`src/rtl/maze_tile_painter_pkg.sv`:
```
// Shared framebuffer geometry for the tile painter, the framebuffer RAM and the VGA reader.
// Also holds a constant-multiply helper that expands into shift-adds.
package maze_tile_painter_pkg;
  localparam int SCREEN_WIDTH  = 270;
  localparam int SCREEN_HEIGHT = 270;
  localparam int TILE_SIZE     = 30;
  localparam int GRID_DIM      = 9;
  localparam int PIX_W         = 4;
  localparam int ADDR_W        = 17;
  localparam int CNT_W         = 9;

  typedef enum logic [1:0] {
    ST_IDLE  = 2'd0,
    ST_PAINT = 2'd1,
    ST_CLEAR = 2'd2
  } state_t;

  // k is a constant at every call site, so only the set bits of k become adders
  function automatic logic [ADDR_W-1:0] cmul(input logic [3:0] a, input int unsigned k);
    logic [ADDR_W-1:0] acc;
    acc = '0;
    for (int i = 0; i < ADDR_W; i++)
      if (k[i]) acc = acc + (ADDR_W'(a) << i);
    return acc;
  endfunction
endpackage

```
`src/rtl/maze_tile_addr_gen.sv`:
```
// Raster-scan x/y counters with an incrementally stepped framebuffer address.
// Serves both tile painting and full-screen clear.
module maze_tile_addr_gen
  import maze_tile_painter_pkg::*;
#(
  parameter int STRIDE = SCREEN_WIDTH
) (
  input  logic              clk,
  input  logic              reset,
  input  logic              start,
  input  logic              adv,
  input  logic [ADDR_W-1:0] base,
  input  logic [CNT_W-1:0]  width,
  input  logic [CNT_W-1:0]  height,
  output logic [ADDR_W-1:0] addr,
  output logic [CNT_W-1:0]  x,
  output logic [CNT_W-1:0]  y,
  output logic              last
);
  logic [ADDR_W-1:0] r_addr;
  logic [CNT_W-1:0]  r_x, r_y, r_w, r_h;
  logic              w_eol;

  assign w_eol = (r_x == r_w - CNT_W'(1));
  assign last  = w_eol && (r_y == r_h - CNT_W'(1));
  assign addr  = r_addr;
  assign x     = r_x;
  assign y     = r_y;

  always_ff @(posedge clk) begin
    if (reset) begin
      r_addr <= '0;
      r_x    <= '0;
      r_y    <= '0;
      r_w    <= '0;
      r_h    <= '0;
    end else if (start) begin
      r_addr <= base;
      r_x    <= '0;
      r_y    <= '0;
      r_w    <= width;
      r_h    <= height;
    end else if (adv) begin
      if (w_eol) begin
        // jump from the last pixel of this line to the first of the next
        r_x    <= '0;
        r_y    <= r_y + CNT_W'(1);
        r_addr <= r_addr + ADDR_W'(STRIDE) - ADDR_W'(r_w) + ADDR_W'(1);
      end else begin
        r_x    <= r_x + CNT_W'(1);
        r_addr <= r_addr + ADDR_W'(1);
      end
    end
  end
endmodule

```
`src/rtl/maze_tile_painter.sv`:
```
// Rasterises maze-cell and clear commands into the framebuffer write port, one pixel per clock.
// Holds the command FSM, field latch, colour mux and done/err pulses.
module maze_tile_painter
  import maze_tile_painter_pkg::*;
#(
  parameter int         SCREEN_WIDTH  = maze_tile_painter_pkg::SCREEN_WIDTH,
  parameter int         SCREEN_HEIGHT = maze_tile_painter_pkg::SCREEN_HEIGHT,
  parameter int         TILE_SIZE     = maze_tile_painter_pkg::TILE_SIZE,
  parameter int         GRID_DIM      = maze_tile_painter_pkg::GRID_DIM,
  parameter logic [3:0] BORDER_COLOR  = 4'h0
) (
  input  logic              clk,
  input  logic              reset,
  input  logic              cmd_valid,
  output logic              cmd_ready,
  input  logic              cmd_clear,
  input  logic              cmd_border,
  input  logic [3:0]        cmd_row,
  input  logic [3:0]        cmd_col,
  input  logic [PIX_W-1:0]  cmd_color,
  output logic [ADDR_W-1:0] w_addr,
  output logic [PIX_W-1:0]  w_data,
  output logic              w_en,
  output logic              done,
  output logic              err
);
  localparam logic [CNT_W-1:0] TS    = CNT_W'(TILE_SIZE);
  localparam logic [CNT_W-1:0] TS_M1 = CNT_W'(TILE_SIZE - 1);
  localparam logic [CNT_W-1:0] SW    = CNT_W'(SCREEN_WIDTH);
  localparam logic [CNT_W-1:0] SH    = CNT_W'(SCREEN_HEIGHT);

  state_t            r_state;
  logic [PIX_W-1:0]  r_color;
  logic              r_border;
  logic [ADDR_W-1:0] w_base;
  logic [CNT_W-1:0]  w_w, w_h, w_x, w_y, w_nx, w_ny;
  logic              w_accept, w_oor, w_start, w_adv, w_last, w_eol, w_nedge;

  assign cmd_ready = (r_state == ST_IDLE);
  assign w_accept  = cmd_valid && cmd_ready;
  assign w_oor     = (cmd_row >= 4'(GRID_DIM)) || (cmd_col >= 4'(GRID_DIM));
  assign w_start   = w_accept && (cmd_clear || !w_oor);
  assign w_base    = cmd_clear ? '0 :
                     cmul(cmd_row, TILE_SIZE * SCREEN_WIDTH) + cmul(cmd_col, TILE_SIZE);
  assign w_w       = cmd_clear ? SW : TS;
  assign w_h       = cmd_clear ? SH : TS;
  assign w_adv     = (r_state != ST_IDLE) && !w_last;

  maze_tile_addr_gen #(.STRIDE(SCREEN_WIDTH)) u_addr_gen (
    .clk    (clk),
    .reset  (reset),
    .start  (w_start),
    .adv    (w_adv),
    .base   (w_base),
    .width  (w_w),
    .height (w_h),
    .addr   (w_addr),
    .x      (w_x),
    .y      (w_y),
    .last   (w_last)
  );

  // w_data is registered alongside the address, so the colour is chosen for the pixel the scan moves to next
  assign w_eol   = (w_x == TS_M1);
  assign w_nx    = w_eol ? '0 : w_x + CNT_W'(1);
  assign w_ny    = w_eol ? w_y + CNT_W'(1) : w_y;
  assign w_nedge = (w_nx == '0) || (w_ny == '0) || (w_nx == TS_M1) || (w_ny == TS_M1);

  always_ff @(posedge clk) begin
    if (reset) begin
      r_state  <= ST_IDLE;
      r_color  <= '0;
      r_border <= 1'b0;
      w_en     <= 1'b0;
      w_data   <= '0;
      done     <= 1'b0;
      err      <= 1'b0;
    end else begin
      done <= 1'b0;
      err  <= 1'b0;
      case (r_state)
        ST_IDLE: begin
          w_en <= 1'b0;
          if (w_accept) begin
            r_color  <= cmd_color;
            r_border <= cmd_border && !cmd_clear;
            if (cmd_clear) begin
              r_state <= ST_CLEAR;
              w_en    <= 1'b1;
              w_data  <= cmd_color;
            end else if (w_oor) begin
              err <= 1'b1;
            end else begin
              r_state <= ST_PAINT;
              w_en    <= 1'b1;
              w_data  <= cmd_border ? BORDER_COLOR : cmd_color;
            end
          end
        end
        ST_PAINT, ST_CLEAR: begin
          if (w_last) begin
            r_state <= ST_IDLE;
            w_en    <= 1'b0;
            done    <= 1'b1;
          end else begin
            w_data <= (r_state == ST_PAINT && r_border && w_nedge) ? BORDER_COLOR : r_color;
          end
        end
        default: r_state <= ST_IDLE;
      endcase
    end
  end
endmodule

```
`config.mk`:
```
export PLATFORM = sky130hd
export DESIGN_NAME = maze_tile_painter
export DESIGN_NICKNAME = d
export VERILOG_FILES = /design/src/rtl/maze_tile_painter_pkg.sv /design/src/rtl/maze_tile_addr_gen.sv /design/src/rtl/maze_tile_painter.sv
export SDC_FILE = /design/constraint.sdc
export NUM_CORES = 1
export LEC_CHECK = 0
export ABC_AREA = 1
export BUFFER_PORTS_ARGS = -buffer_cell sky130_fd_sc_hd__buf_4
export CAP_MARGIN = 20
export CELL_PAD_IN_SITES_DETAIL_PLACEMENT = 0
export CELL_PAD_IN_SITES_GLOBAL_PLACEMENT = 2
export CORE_UTILIZATION = 30
export CTS_CLUSTER_SIZE = 25
export DETAILED_ROUTE_END_ITERATION = 10
export HOLD_SLACK_MARGIN = 0.12
export PLACE_DENSITY = 0.8
export SLEW_MARGIN = 20
export SYNTH_ARGS = -nofsm -noshare
export SYNTH_HDL_FRONTEND = slang
export SYNTH_HIERARCHICAL = 1
export SYNTH_SLANG_ARGS = --single-unit
```
`constraint.sdc`:
```
create_clock -name clk -period 12.43 [get_ports clk]
set_input_delay 2.486 -clock clk [delete_from_list [all_inputs] [get_ports clk]]
set_output_delay 2.486 -clock clk [all_outputs]
set_load 0.03 [all_outputs]
```
# Word-level counts from Yosys, hierarchy flattened
# Cells that the tools add are included.
dict set report word_totals {
  reg_bits 58
  in_bits 17
  out_inout_bits 25
  elab_cells 102
}
dict set report classes {
  addsub 18
  n_lt_le_gt_ge 2
  n_eq_ne 11
  n_mux 27
  bitwise 3
  n_reduce_logical 30
}
# op n
set ops {}
lappend ops {{$mux 17} 4}
lappend ops {{$mux 9} 4}
lappend ops {{$add 17x1->17 const B} 2}
lappend ops {{$eq 9x5->1 const B} 3}
lappend ops {{$mux 4} 6}
lappend ops {{$add 9x1->9 const B} 2}
lappend ops {{$eq 9x9->1} 2}
lappend ops {{$logic_not 9->1} 2}
lappend ops {{$add 16x16->17} 1}
lappend ops {{$add 17x9->17} 1}
lappend ops {{$add 17x9->17 const B} 1}
lappend ops {{$sub 17x9->17} 1}
lappend ops {{$add 15x15->16} 1}
lappend ops {{$add 14x14->15} 1}
lappend ops {{$add 13x13->14} 1}
lappend ops {{$add 12x12->13} 1}
lappend ops {{$add 10x11->12} 1}
lappend ops {{$add 6x9->10} 1}
lappend ops {{$add 8x8->9} 1}
lappend ops {{$sub 9x1->9 const B} 1}
lappend ops {{$add 7x7->8} 1}
lappend ops {{$ge 4x4->1 const B} 2}
lappend ops {{$mux 2} 4}
lappend ops {{$pmux 4 s2} 1}
lappend ops {{other kinds (20)} 46}

# Depth between registers and ports, before layout
# Gate-level depths: netlist (run 1).
dict set report logic_depth {
  word_depth 10
  ltp_mapped 21
  mapped_depth_nobuf 19
}

# Cells and area by module
# Netlist (run 1), hierarchy kept.
# mod n_inst cells_per_inst area_per_inst_um2 seq_area_each_um2
set by_module_without_submodules {}
lappend by_module_without_submodules {maze_tile_addr_gen 1 636 4239.1 1061.0}
lappend by_module_without_submodules {maze_tile_painter 1 374 2482.4 280.3}

# Least setup slack after synthesis (run 1)
# Ideal clock, no wire load.
dict set report synth_path {
  path_kind {input -> register}
  from {input port cmd_row[0]}
  to {register u_addr_gen.r_addr[13] (netlist: u_addr_gen/addr[13])}
  setup_ns 0.067
  arrival_ns 5.542
  required_ns 12.363
  path_slack_ns 6.821
  path_stages 14
  path_buffers 0
  cell_sequence {inv_1 > fa_1 > inv_1 > fa_1 > fa_1 > ha_1 > fa_1 > a21oi_1 > nor2_1 > o21ai_0 > o21ai_0 > a21oi_1 > a22oi_1 > a21oi_2}
}
dict set report synth_between {
  elab_chain_cells 10
  word_cells_on_any_way 16
  cone_classes {add/sub: 8; order compare: 1; mux: 2; reduce/logical: 5}
}
# element line
set synth_lines {}
lappend synth_lines {{start: declaration} maze_tile_painter.sv:18} ;# input logic [3:0] cmd_row,
lappend synth_lines {{$add 6x9->10} maze_tile_painter_pkg.sv:23} ;# if (k[i]) acc = acc + (ADDR_W'(a) << i);
lappend synth_lines {{$add 10x11->12} maze_tile_painter_pkg.sv:23}
lappend synth_lines {{$add 12x12->13} maze_tile_painter_pkg.sv:23}
lappend synth_lines {{$add 13x13->14} maze_tile_painter_pkg.sv:23}
lappend synth_lines {{$add 14x14->15} maze_tile_painter_pkg.sv:23}
lappend synth_lines {{$add 15x15->16} maze_tile_painter_pkg.sv:23}
lappend synth_lines {{$add 16x16->17 (*)} maze_tile_painter_pkg.sv:23}
lappend synth_lines {{$add 17x9->17 (*)} maze_tile_painter.sv:44} ;# cmul(cmd_row, TILE_SIZE * SCREEN_WIDTH) + cmul(cmd_col, TILE_SIZE);
lappend synth_lines {{$mux 17 (*)} maze_tile_painter.sv:43} ;# assign w_base = cmd_clear ? '0 :
lappend synth_lines {{via w_base[13]} maze_tile_painter.sv:35} ;# logic [ADDR_W-1:0] w_base;
lappend synth_lines {{$mux 17 (*)} maze_tile_addr_gen.sv:37} ;# end else if (start) begin
lappend synth_lines {{end signal: assignment} maze_tile_addr_gen.sv:38} ;# r_addr <= base;
lappend synth_lines {{end signal: assignment} maze_tile_addr_gen.sv:48} ;# r_addr <= r_addr + ADDR_W'(STRIDE) - ADDR_W'(r_w) + ADDR_W'(1);
lappend synth_lines {{end signal: assignment} maze_tile_addr_gen.sv:51} ;# r_addr <= r_addr + ADDR_W'(1);
lappend synth_lines {{end: declaration} maze_tile_addr_gen.sv:20} ;# logic [ADDR_W-1:0] r_addr;
# Mark *: on every way through the listed nets, which the timed path passes. The rest lies on a longest branch.
# A chain may end at the register's enable or synchronous reset.

# Final worst setup path (run 1)
# Same ends and word-level chain as after synthesis.

==> results of run 1 <==
metal layers:
layer,share of wire (%),up-vias,track usage [%]
li1,-,3337,-
met5,0,-,0
met1,49,2790,21.04
met2,47,62,28.39
met3,2.6,8,2.246
met4,0.91,0,3.861
metrics by stage:
step	util, %	hold WS [ps]	total power, W
final	34.93	486.2	0.001037
after global routing	34.93	517.1	0.001138
after CTS	34.93	487.4	0.001052
after detailed placement	33.55	472.5	0.0007833
after global placement	33.54	465.1	0.0007826
after floorplan	-	448.1	0.0006560
cell usage in the layout, fill, tap and decap left out, drive strengths merged:
cell      instances
inv             155
nand3b            8
o21a              1
o21bai            3
nand2           240
nor2            110
a22oi            17
bufinv            1
or2               3
fa               18
nand3            71
a31o              1
nor3             13
dfxtp            67
conb             15
and2              1
xor2             43
o211ai            2
a221oi            1
o2111ai           1
xnor2            14
o21ai            44
o31ai             1
clkinv            4
ha               72
a31oi             4
buf              43
clkinvlp          2
a21o              2
a21oi            78
nand4            15
clkbuf            9
nor4              2
o22ai             2
cell type report:
class	instances	area, um^2
Clock inverter	7	76.32
Clock buffer	9	225.2
Fill cell	2497	14240
Tap cell	280	350.3
Inverter	155	584.3
Sequential cell	67	1341
Timing Repair Buffer	43	322.8
Multi-Input combinational cell	782	4746
worst min-delay path, cell delays in order (launching register included):
cell	delay, ps
dfxtp_1	310
inv_1	70
a21oi_1	60
registers in the layout (all words and copies together), names as in the netlist:
register	count
w_en	1
u_addr_gen/r_w	9
r_color	4
done	1
err	1
u_addr_gen/addr	17
u_addr_gen/y	9
u_addr_gen/x	9
w_data	4
r_border	1
r_state	2
u_addr_gen/r_h	9
worst max-delay path by stage:
stage / endpoint / slack [ps] / startpoint
floorplan: u_addr_gen/addr[13] / 6820 / cmd_row[0]
global placement: u_addr_gen/addr[13] / 6360 / cmd_row[0]
detailed placement: u_addr_gen/addr[13] / 6340 / cmd_row[0]
CTS: u_addr_gen/addr[13] / 6700 / cmd_row[0]
global route: u_addr_gen/addr[13] / 6410 / cmd_row[0]
finish: u_addr_gen/addr[13] / 6720 / cmd_row[0]
power breakdown:
| group | switching (W) | internal [W] | leakage [nW] | total, W |
|---|---|---|---|---|
| sequential | 0.0000300 | 0.000238 | 0.547 | 0.000268 |
| combinational | 0.000316 | 0.000189 | 3.07 | 0.000505 |
| clock | 0.000107 | 0.000156 | 0.142 | 0.000264 |
| total | 0.000453 | 0.000583 | 3.76 | 0.00104 |
logic make-up after synthesis:
kind of cell,count (synthesis)
AOI/OAI and AO/OA,157
xor gates and xnor gates,57
adders and majority gates,90
buffers and inverters,174
DFF,67
other,2
and+or+nand+nor,463
cell usage after synthesis, types with 14 or more instances:
| cell type | instances |
|---|---|
| nand3_1 | 69 |
| nand2_1 | 232 |
| nand4_1 | 14 |
| nor2_1 | 98 |
| a21oi_1 | 72 |
| inv_1 | 150 |
| xor2_1 | 43 |
| a22oi_1 | 17 |
| dfxtp_1 | 67 |
| o21ai_0 | 42 |
| fa_1 | 18 |
| ha_1 | 72 |
==> results.sh, run 1 <==
export IMPL_cts_max_level=3
export IMPL_fin_nets=1165
export IMPL_grt_pass1_wl_um=29690
export IMPL_r2r_slack_ps=8830
export IMPL_diodes=0
export IMPL_tightest_slew_ps=870.6
export IMPL_cp_required_ps=12700
export IMPL_die_h_um=151.7
export IMPL_reg2reg_to="u_addr_gen/x[7]"
export IMPL_seq_area_frac_synth_pct=19.96
export IMPL_syn_avg_cell_area_um2=6.655
export IMPL_tritoncts="built"
export IMPL_path_common_cell="fa_1"
export IMPL_postLayoutCellArea_um2=7646
export IMPL_route_detailed_drc=0
export IMPL_min_period_ps=5713
export IMPL_grt_pass1_vias=5972
export IMPL_place_ws_ps=6343
export IMPL_max_stage_delay_ps=540
export IMPL_synth_top_area_share_pct=19.96
export IMPL_firstDrtPassIters=6
export IMPL_worstReg2RegStart="u_addr_gen/r_w[0]"
export IMPL_vdd_drop_max_uv=67.89
export IMPL_ios=42
export IMPL_cts_buffer_depth=2
export IMPL_die_x_um=151.7
export IMPL_cts_hold_buffers=0
export IMPL_critPathMaxFanout=6
export IMPL_critPathKind="in -> reg"
export IMPL_hold_path_class="reg -> reg"
export IMPL_rsz0062_at_grt="false"
export IMPL_synth_simple_gate_area_share_pct=30.12
export IMPL_synth_edf_count=0
export IMPL_worstPathArrival_ps=5980
export IMPL_cts_buffers_inserted=9
export IMPL_startpoint_type="input port"
export IMPL_path_cells="buf_4, inv_1, fa_1, inv_1, fa_1, fa_1, ha_1, fa_1, a21oi_1, nor2_1, o21ai_0, o21ai_0, a21oi_1, a22oi_1, a21oi_2"
export IMPL_outcome="complete, no violations"
export IMPL_worst_path_stages=15
export IMPL_synth_mux_area_share_pct=0
export IMPL_drive_gt1_share_pct=9.219
export IMPL_synth_cell_types=46
export IMPL_fin_cells=1343
export IMPL_clock_skew_ps=18.81
export IMPL_max_slew_margin_pct=41.90
export IMPL_antenna_found_initial=0
export IMPL_whs_path_depth=2
export IMPL_clkSlewWorstSetupHoldPaths_ps=60
export IMPL_min_to="u_addr_gen/r_h[1]"
export IMPL_synth_top_family_by_area="simple AND/OR/NAND/NOR gates"
export IMPL_cp_buffers_inverters=3
export IMPL_yosys_top_cells_area="dfxtp_1, ha_1, nand2_1"
export IMPL_io_buffers=41
export IMPL_critical_path_top_delay_family="adder cells"
export IMPL_gp_congestion=0.7955
export IMPL_synth_top_area_cell="dfxtp_1"
export IMPL_vias=6197
export IMPL_dpl_instance_area_um2=7345
export IMPL_min_period_over_period_pct=45.96
export IMPL_core_um2=21890
export IMPL_netlist_instances=1010
export IMPL_clock_sinks=67
export IMPL_post_place_cells=1327
export IMPL_drtIter0Drc=195
export IMPL_cts_root_buf="clkbuf_16"
export IMPL_synthXorXnorAreaFrac_pct=7.539
export IMPL_dieArea_um2=23010
export IMPL_overflow=0
export IMPL_rows=54
export IMPL_synthArstFlopShare_pct=0
export IMPL_synth_adder_area_share_pct=18.76
export IMPL_synth_warnings=6
export IMPL_setup_tns_ps=0
export IMPL_min_from="u_addr_gen/r_h[1]"
export IMPL_cts_setup_buffers=0
export IMPL_power_leakage_nw=3.759
export IMPL_dpl_hpwl_um=13970
export IMPL_drv_cap=0
export IMPL_power_density_nw_per_um2=135.6
export IMPL_grt_usage_pct=16.29
export IMPL_syn_cell_area_um2=6721
export IMPL_ant_nets=0
export IMPL_slew_violations=0
export IMPL_ys_ff_latch=67
export IMPL_via_per_inst=4.614
export IMPL_setup_viol=0
export IMPL_crit_slowest_cell="fa_1"
export IMPL_r2r_cells=16
export IMPL_grt_max_degree=32
export IMPL_routedWlPerCell_um=13.13
export IMPL_clk_latency_ps=340
export IMPL_initial_core_util_pct=30.70
export IMPL_wirelength_um=17630
export IMPL_finalHoldViolCount=0
export IMPL_fmax_mhz=175.1
export IMPL_synth_main_ff_cell="dfxtp_1"
export IMPL_cp_end_kind="flop"
export IMPL_area_growth_pct=13.76
export IMPL_cts_resized=0
export IMPL_finalWorstSetupSlack_ps=6717
export IMPL_synth_compound_area_share_pct=13.27
Power figures use the tool's default switching activity.
==> inputs of run 2 (changes only) <==
==> constraint.sdc (replaced) <==
create_clock -name clk -period 5.5 [get_ports clk]
set_input_delay 1.1 -clock clk [delete_from_list [all_inputs] [get_ports clk]]
set_output_delay 1.1 -clock clk [all_outputs]
set_load 0.03 [all_outputs]
==> run 2 against run 1 <==
Effect of this change:
- non-clock buffer count unchanged
- total power up 130%
- first-iteration DRC count rose by 42%
- routed wire length down 2.1%
- clock-buffer cell count unchanged
- via count grew 0.13%
- sequential cell count stayed put
- utilization about the same
- largest cell class unchanged
==> results.sh, run 2 (synthesis gave the netlist of run 1 again) <==
export IMPL_outcome="complete, no violations"
export IMPL_fmax_mhz=230.0
export IMPL_grt_pass1_vias=5930
export IMPL_whs_path_depth=2
export IMPL_finalHoldViolCount=0
export IMPL_swShare_pct=43.65
export IMPL_vdd_drop_max_uv=144.8
export IMPL_clock_power_share_pct=25.7
export IMPL_worst_hold_slack_ps=485.0
export IMPL_firstDrtPassIters=5
export IMPL_rows=54
export IMPL_clkSlewWorstSetupHoldPaths_ps=70
export IMPL_cp_required_ps=5780
export IMPL_wirelength_um=17250
export IMPL_cp_end_kind="flop"
export IMPL_cts_resized=0
export IMPL_drtIter0Drc=276
export IMPL_slew_violations=0
export IMPL_setup_viol=0
export IMPL_critPathKind="in -> reg"
export IMPL_cts_setup_buffers=0
export IMPL_power_frac_comb_pct=48.5
export IMPL_drv_cap=0
export IMPL_drive_gt1_share_pct=9.219
export IMPL_setup_tns_ps=0
export IMPL_cts_hold_buffers=0
export IMPL_hold_path_class="reg -> reg"
export IMPL_grt_usage_pct=16.02
export IMPL_grt_max_degree=32
export IMPL_cts_buffer_depth=2
export IMPL_cts_max_level=3
export IMPL_clk_latency_ps=340
export IMPL_area_growth_pct=13.87
export IMPL_min_period_over_period_pct=79.06
export IMPL_routedWlPerCell_um=12.85
export IMPL_grt_pass1_wl_um=29210
export IMPL_cts_root_buf="clkbuf_16"
export IMPL_min_period_ps=4348
export IMPL_power_density_nw_per_um2=307.1
export IMPL_ios=42
export IMPL_clock_sinks=67
export IMPL_die_x_um=151.7
export IMPL_overflow=0
export IMPL_io_buffers=41
export IMPL_tightest_slew_ps=856.6
export IMPL_clock_skew_ps=9.547
export IMPL_gp_congestion=0.7972
export IMPL_diodes=0
export IMPL_dpl_hpwl_um=13900
export IMPL_via_per_inst=4.620
export IMPL_cts_buffers_inserted=9
export IMPL_ant_nets=0
export IMPL_tritoncts="built"
export IMPL_route_detailed_drc=0
export IMPL_final_common_cell="nand2_1"
export IMPL_critPathMaxFanout=6
export IMPL_max_slew_margin_pct=42.83
export IMPL_initial_core_util_pct=30.70
export IMPL_intPower_w=0.001325
export IMPL_dieArea_um2=23010
export IMPL_finish_utilization_pct=34.96
export IMPL_antenna_found_initial=0
export IMPL_rsz0062_at_grt="false"
export IMPL_worstPathArrival_ps=4620
export IMPL_largest_reg_flops=17
export IMPL_power_leakage_nw=3.765
export IMPL_die_h_um=151.7
export IMPL_fin_nets=1165
export IMPL_final_cell_mix="nand2_1, inv_1, nor2_1, a21oi_1, ha_1"
export IMPL_startpoint_type="input port"
export IMPL_core_um2=21890
export IMPL_switchingPower_w=0.001026
export IMPL_r2r_cells=16
export IMPL_p_seq_share_pct=25.8
export IMPL_vias=6205
-- run 2: final timing paths --
kind	end	from	slack [ps]
max	u_addr_gen/addr[13]	cmd_row[0]	1150
min	u_addr_gen/r_h[1]	u_addr_gen/r_h[1]	480
max reg2reg	u_addr_gen/x[7]	u_addr_gen/r_w[0]	1930
min reg2reg	u_addr_gen/r_h[1]	u_addr_gen/r_h[1]	480
-- run 2: cell type report --
cell class,count,area (um^2)
flip-flops and latches,67,1341
clock buffers,9,225.2
fillers,2438,14240
well taps,280,350.3
clock inverters,7,83.83
repair buffers,43,322.8
multi-input cells,782,4746
inverters,155,584.3
-- run 2: power by group through the flow --
stage	Sequential, W	Combinational [W]	Clock (W)
finish	0.000606	0.00114	0.000604
global route	0.000616	0.00133	0.000646
CTS	0.000609	0.00115	0.000620
detailed placement	0.000619	0.00115	0
global placement	0.000620	0.00115	0
floorplan	0.000639	0.000843	0
-- run 2: through the flow --
step / instance area [um^2] / std cells / power [W] / worst slack (ps)
after CTS: 7654 / 1343 / 0.002383 / 1162
after floorplan: 6770 / 1023 / 0.001483 / 1277
after global routing: 7654 / 1343 / 0.002588 / 909.6
after global placement: 7342 / 1327 / 0.001770 / 825.8
after detailed placement: 7345 / 1327 / 0.001768 / 816.3
final: 7654 / 1343 / 0.002351 / 1152
-- run 2: worst max-delay path: stages --
cell     delay (ps)
buf_4           160
inv_1            90
fa_1            540
inv_1            60
fa_1            520
fa_1            420
ha_1            240
fa_1            460
a21oi_1         250
nor2_1           60
o21ai_0         200
o21ai_0         110
a21oi_1         130
a22oi_1         110
a21oi_2         180
-- run 2: metal layers --
layer	track usage, %	part of all wire (%)	wire length (um)	up-vias
met5	0	0	0	-
met4	2.822	0.79	136	0
met3	2.635	2.6	457	9
met2	27.50	47	8060	50
met1	21.11	50	8600	2802
li1	-	-	-	3344
